### src/rtl/timestamp_capture.sv
// Event timestamp capture: synchronises evt_in, detects the selected edge and
// queues the current count value in a small FIFO drained via valid/ready.
module timestamp_capture #(
    parameter int unsigned DEPTH     = 4,
    parameter int unsigned EDGE_RISE = 1
) (
    input  logic                      clk,
    input  logic                      rst_async,
    input  logic [15:0]               count,
    input  logic                      evt_in,
    output logic [15:0]               ts_data,
    output logic                      ts_valid,
    input  logic                      ts_ready,
    output logic [$clog2(DEPTH):0]    level,
    output logic                      overflow,
    output logic [7:0]                drop_cnt,
    input  logic                      ovf_clr
);

    localparam int unsigned AW     = $clog2(DEPTH);
    localparam int unsigned PW     = AW + 1;
    localparam logic        ACTIVE = (EDGE_RISE != 0);

    logic            r_s1, r_s2, r_s3;
    logic [PW-1:0]   r_wr_ptr, r_rd_ptr;
    logic [15:0]     r_mem [DEPTH];
    logic [15:0]     r_data;
    logic            r_valid;
    logic [PW-1:0]   r_level;
    logic            r_overflow;
    logic [7:0]      r_drop_cnt;

    logic            w_edge;
    logic            w_full, w_empty;
    logic            w_pop, w_push, w_drop;
    logic [PW-1:0]   w_wr_nxt, w_rd_nxt;
    logic [15:0]     w_head_nxt;

    // Metastability guard (s1/s2) plus previous-value flop (s3)
    always_ff @(posedge clk) begin
        if (rst_async) begin
            r_s1 <= ACTIVE;
            r_s2 <= ACTIVE;
            r_s3 <= ACTIVE;
        end else begin
            r_s1 <= evt_in;
            r_s2 <= r_s1;
            r_s3 <= r_s2;
        end
    end

    always_comb begin
        w_edge = 1'b0;
        if (ACTIVE) w_edge = r_s2 & ~r_s3;
        else        w_edge = ~r_s2 & r_s3;
    end

    assign w_empty = (r_wr_ptr == r_rd_ptr);
    assign w_full  = (r_wr_ptr[AW] != r_rd_ptr[AW]) &&
                     (r_wr_ptr[AW-1:0] == r_rd_ptr[AW-1:0]);
    assign w_pop   = ~w_empty & ts_ready;
    assign w_push  = w_edge & (~w_full | w_pop);
    assign w_drop  = w_edge & w_full & ~w_pop;

    assign w_wr_nxt = w_push ? r_wr_ptr + PW'(1) : r_wr_ptr;
    assign w_rd_nxt = w_pop  ? r_rd_ptr + PW'(1) : r_rd_ptr;

    // Head after this edge: a push into the slot that becomes the head forwards count
    always_comb begin
        w_head_nxt = r_mem[w_rd_nxt[AW-1:0]];
        if (w_push && (r_wr_ptr[AW-1:0] == w_rd_nxt[AW-1:0]))
            w_head_nxt = count;
    end

    always_ff @(posedge clk) begin
        if (w_push) r_mem[r_wr_ptr[AW-1:0]] <= count;
    end

    always_ff @(posedge clk) begin
        if (rst_async) begin
            r_wr_ptr <= '0;
            r_rd_ptr <= '0;
            r_level  <= '0;
            r_valid  <= 1'b0;
            r_data   <= '0;
        end else begin
            r_wr_ptr <= w_wr_nxt;
            r_rd_ptr <= w_rd_nxt;
            r_level  <= w_wr_nxt - w_rd_nxt;
            r_valid  <= (w_wr_nxt != w_rd_nxt);
            r_data   <= w_head_nxt;
        end
    end

    // A drop in the same cycle as a clear wins and restarts the count at 1
    always_ff @(posedge clk) begin
        if (rst_async) begin
            r_overflow <= 1'b0;
            r_drop_cnt <= '0;
        end else if (w_drop) begin
            r_overflow <= 1'b1;
            if (ovf_clr)                  r_drop_cnt <= 8'd1;
            else if (r_drop_cnt != 8'hFF) r_drop_cnt <= r_drop_cnt + 8'd1;
        end else if (ovf_clr) begin
            r_overflow <= 1'b0;
            r_drop_cnt <= '0;
        end
    end

    assign ts_data  = r_data;
    assign ts_valid = r_valid;
    assign level    = r_level;
    assign overflow = r_overflow;
    assign drop_cnt = r_drop_cnt;

endmodule

### config.mk
export PLATFORM = sky130hd
export DESIGN_NAME = timestamp_capture
export DESIGN_NICKNAME = d
export VERILOG_FILES = /design/src/rtl/timestamp_capture.sv
export SDC_FILE = /design/constraint.sdc
export NUM_CORES = 1
export LEC_CHECK = 0
export ABC_CLOCK_PERIOD_IN_PS = 8060
export CORE_ASPECT_RATIO = 0.8
export CORE_MARGIN = 5
export CORE_UTILIZATION = 61
export CTS_BUF_LIST = sky130_fd_sc_hd__clkbuf_8 sky130_fd_sc_hd__clkbuf_16
export DETAILED_ROUTE_END_ITERATION = 7
export HOLD_SLACK_MARGIN = 0.12
export PLACE_DENSITY = 0.88
export SYNTH_ARGS = -nofsm -noshare
export SYNTH_HDL_FRONTEND = slang
export SYNTH_SLANG_ARGS = --single-unit
### constraint.sdc
create_clock -name clk -period 8.06 [get_ports clk]
set_clock_uncertainty 0.2 [all_clocks]
set_input_delay 2.015 -clock clk [delete_from_list [all_inputs] [get_ports clk]]
set_output_delay 2.015 -clock clk [all_outputs]
set_load 0.01 [all_outputs]
==> impl_metrics.csv <==
group,metric,value,unit
worst_setup_path,cp_max_fo,17,
detailed_routing,dr.pass1.iters,5,
yosys,synth.distinct_cells,51,
power,clkPwrFrac,31.4,%
worst_setup_path,critical_path_class,"in -> reg",
power,power_density,184,nW/um2
grt,grt_pass1_wl,16600,um
worst_hold_path,hp-class,"reg -> reg",
detailed_routing,wl_per_cell,19.0,um
worst_hold_path,holdPathStages,1,
grt,antenna_found_initial,0,
power,swShare,24.5,%
worst_setup_path,critPathRequiredTime,8.15,ns
sta,fin_crit_sh,63.5,%
floorplanning,die_h,90.0,um
sta,finalHoldViolations,0,
yosys,muxShareOfSynthArea,11.1,%
outcome,status,"completed",
layout,antenna_cells,0,
detailed_routing,vias,3387,
clocking,cts-root-to-sink-buffers,2,
layout,multi_input_area,2020,um2
clocking,cts_hold_buf,0,
clocking,worstSkewPairLatency,0.37,ns
flow_run,maxCapViolations,0,
layout,syn_to_final_growth,14.3,%
sta,min_period,5.12,ns
yosys,ys.flop_type,"edfxtp_1",
grt,gr-total-overflow,0,
layout,post-route-util,70.8,%
detailed_routing,final_antenna_net_count,0,
yosys,synthCells,394,
yosys,synth.yosys.seq_area_share,55.0,%
power,p_comb_share,11.8,%
clocking,clock-root-buffer,"clkbuf_8",
power,p_int,775,uW
floorplanning,core_area,7870,um2
worst_setup_path,cp_data_arrival_time,5.20,ns
grt,grt_usage,21.1,%
yosys,synth_top_family_by_area,"compound AO/OA/AOI/OAI gates",
floorplanning,ios,50,
grt,grt_pass1_vias,3366,
sta,max-slew-margin-rel,24.3,%
layout,fill_cells,548,
floorplanning,initial_core_util,61.9,%
sta,setup_tns,0,ns
worst_setup_path,start_kind,"input pin",
clocking,htree_levels,3,
yosys,syn_area_per_cell,12.4,um2
clocking,cts_resized,0,
yosys,synthSimpleGateAreaFrac,9.57,%
yosys,synth_edf_count,64,
power,worst_ir_drop_vdd,0.121,mV
power,power.leakage,0.00190,uW
worst_setup_path,setup.worst_path.end_class,"flop",
clocking,cts_tree,"built",
layout,drive_gt1_share,16.1,%
clocking,clock_sinks,102,
detailed_routing,viasPerCell,6.24,
place,gp_congestion,0.839,
power,power_switching,251,uW
place,dp_cells,527,
sta,max_freq,0.195,GHz
yosys,synth_fa_ha_area_share,2.46,%
floorplanning,rows,29,
detailed_routing,drt_iter0_drc,278,
yosys,synth-seq-cells,102,
clocking,clk_pin_slew_worst_paths,0.09,ns
yosys,ys_warn_count,0,
worst_setup_path,rrSetupSlack,4.00,ns
clocking,cts_buffers,9,
detailed_routing,drc,0,
yosys,synth_async_sr_flop_share,0,%
sta,setup_violations,0,
place,dpl.hpwl,6520,um
power,seqPwrFrac,56.8,%
detailed_routing,wl,10300,um
sta,tightest_slew,1.14,ns
layout,seqCellArea,2690,um2
place,port-buffer-count,49,
sta,rsz0062_at_grt,"false",
yosys,netlist_area,4880,um2
sta,final_max_slew_viol_count,0,
layout,fin_nets,460,
yosys,syn_nets,424,
yosys,synth_compound_gate_area_share,15.6,%
clocking,cts_setup_buffers,0,
floorplanning,die_width,110,um
grt,grt_max_degree,85,
yosys,synth-xor-area-share,2.74,%
layout,finalNonFillerCells,543,
worst_setup_path,ff2ff_path_depth,8,
floorplanning,dieArea,9890,um2
-- cells in the final DEF, fill, tap and decap left out, drive strengths merged, types with 3 or more instances in the layout --
cell	synthesis	layout
edfxtp	64	64
clkdlybuf4s50	0	49
a21oi	42	42
dfxtp	38	38
mux2	32	32
mux2i	18	18
a211oi	18	18
nor2b	17	17
o22ai	16	16
a22o	16	16
nor2	14	14
inv	9	12
nand2	9	9
clkbuf	8	9
ha	8	8
nand4	7	7
xnor2	7	7
nand3	7	7
and2	6	6
o21ai	5	5
and3	4	4
xor2	4	4
a31oi	4	4
or2	3	3
-- critical path, stage by stage --
cell	delay (ns)
clkdlybuf4s50_1	0.86
nand2b_1	0.58
a21o_1	0.33
a21oi_1	0.22
inv_1	0.10
fa_1	0.43
or4_1	0.52
a21oi_1	0.14
-- flip-flops by register name (all words and copies together) (netlist names) --
name,cells
r_mem,64
ts_data,16
drop_cnt,8
level,3
r_rd_ptr,3
r_wr_ptr,3
overflow,1
r_s1,1
r_s2,1
r_s3,1
ts_valid,1
-- per-layer routing --
metal,GRT usage (%),up-vias,part of all wire [%]
li1,-,1575,-
met1,28.7,1660,42
met2,34.2,142,51
met3,4.08,10,6.7
met4,6.44,0,0.70
met5,0,-,0
-- metrics by stage --
step / power, uW / hold slack [ns] / setup slack [ns] / instance area (um2)
final: 1030 / 0.219 / 2.94 / 5570
after global routing: 1060 / 0.264 / 2.70 / 5570
after CTS: 1030 / 0.224 / 2.97 / 5570
after detailed placement: 714 / 0.200 / 2.60 / 5380
after global placement: 709 / 0.192 / 2.65 / 5380
after floorplan: 666 / 0.189 / 3.71 / 4880
-- final cells by class --
class / count / share of cell area, %
Tap cell: 108 / 2.42
Sequential cell: 102 / 48.2
Multi-Input combinational cell: 258 / 36.3
Timing Repair Buffer: 50 / 8.94
Clock buffer: 9 / 2.22
Inverter: 9 / 0.606
Clock inverter: 7 / 1.30
-- synthesized netlist by cell type, types with 4 or more instances --
library cell | instances | area share, %
a211oi_1 | 17 | 2.6
nor2b_1 | 17 | 2.2
o22ai_1 | 16 | 2.1
a22o_2 | 7 | 1.4
mux2_2 | 32 | 7.4
clkbuf_1 | 8 | 0.62
a22o_1 | 9 | 1.6
edfxtp_1 | 64 | 39
mux2i_1 | 18 | 3.7
nand4_1 | 7 | 0.90
and3_1 | 4 | 0.51
xnor2_1 | 6 | 1.1
nand3_1 | 5 | 0.51
nor2_1 | 14 | 1.1
ha_1 | 8 | 2.1
inv_1 | 9 | 0.69
o21ai_0 | 4 | 0.41
nand2_1 | 9 | 0.69
dfxtp_1 | 38 | 16
and2_1 | 6 | 0.77
a21oi_1 | 42 | 4.3
buf_2 | 11 | 1.1
-- power groups by stage --
stage	Combinational, uW	Clock, uW	Sequential [uW]
finish	121	322	582
global route	130	349	584
CTS	121	324	582
detailed placement	120	0	594
global placement	116	0	593
floorplan	77.8	0	589
-- final timing paths --
path / start / endpoint
setup / recovery: ts_ready / level[2]$_SDFF_PP0_
hold / removal: r_s1$_SDFF_PP1_ / r_s2$_SDFF_PP1_
setup reg to reg: r_rd_ptr[0]$_SDFF_PP0_ / level[2]$_SDFF_PP0_
hold reg to reg: r_s1$_SDFF_PP1_ / r_s2$_SDFF_PP1_
-- cells by family after synthesis --
logic type / Yosys count
buf+inv: 34
xor+xnor: 11
simple gates: 78
compound gates: 110
fa+ha+maj: 9
flops: 102
mux: 50
Note: power is estimated with default switching activity, not from simulation.
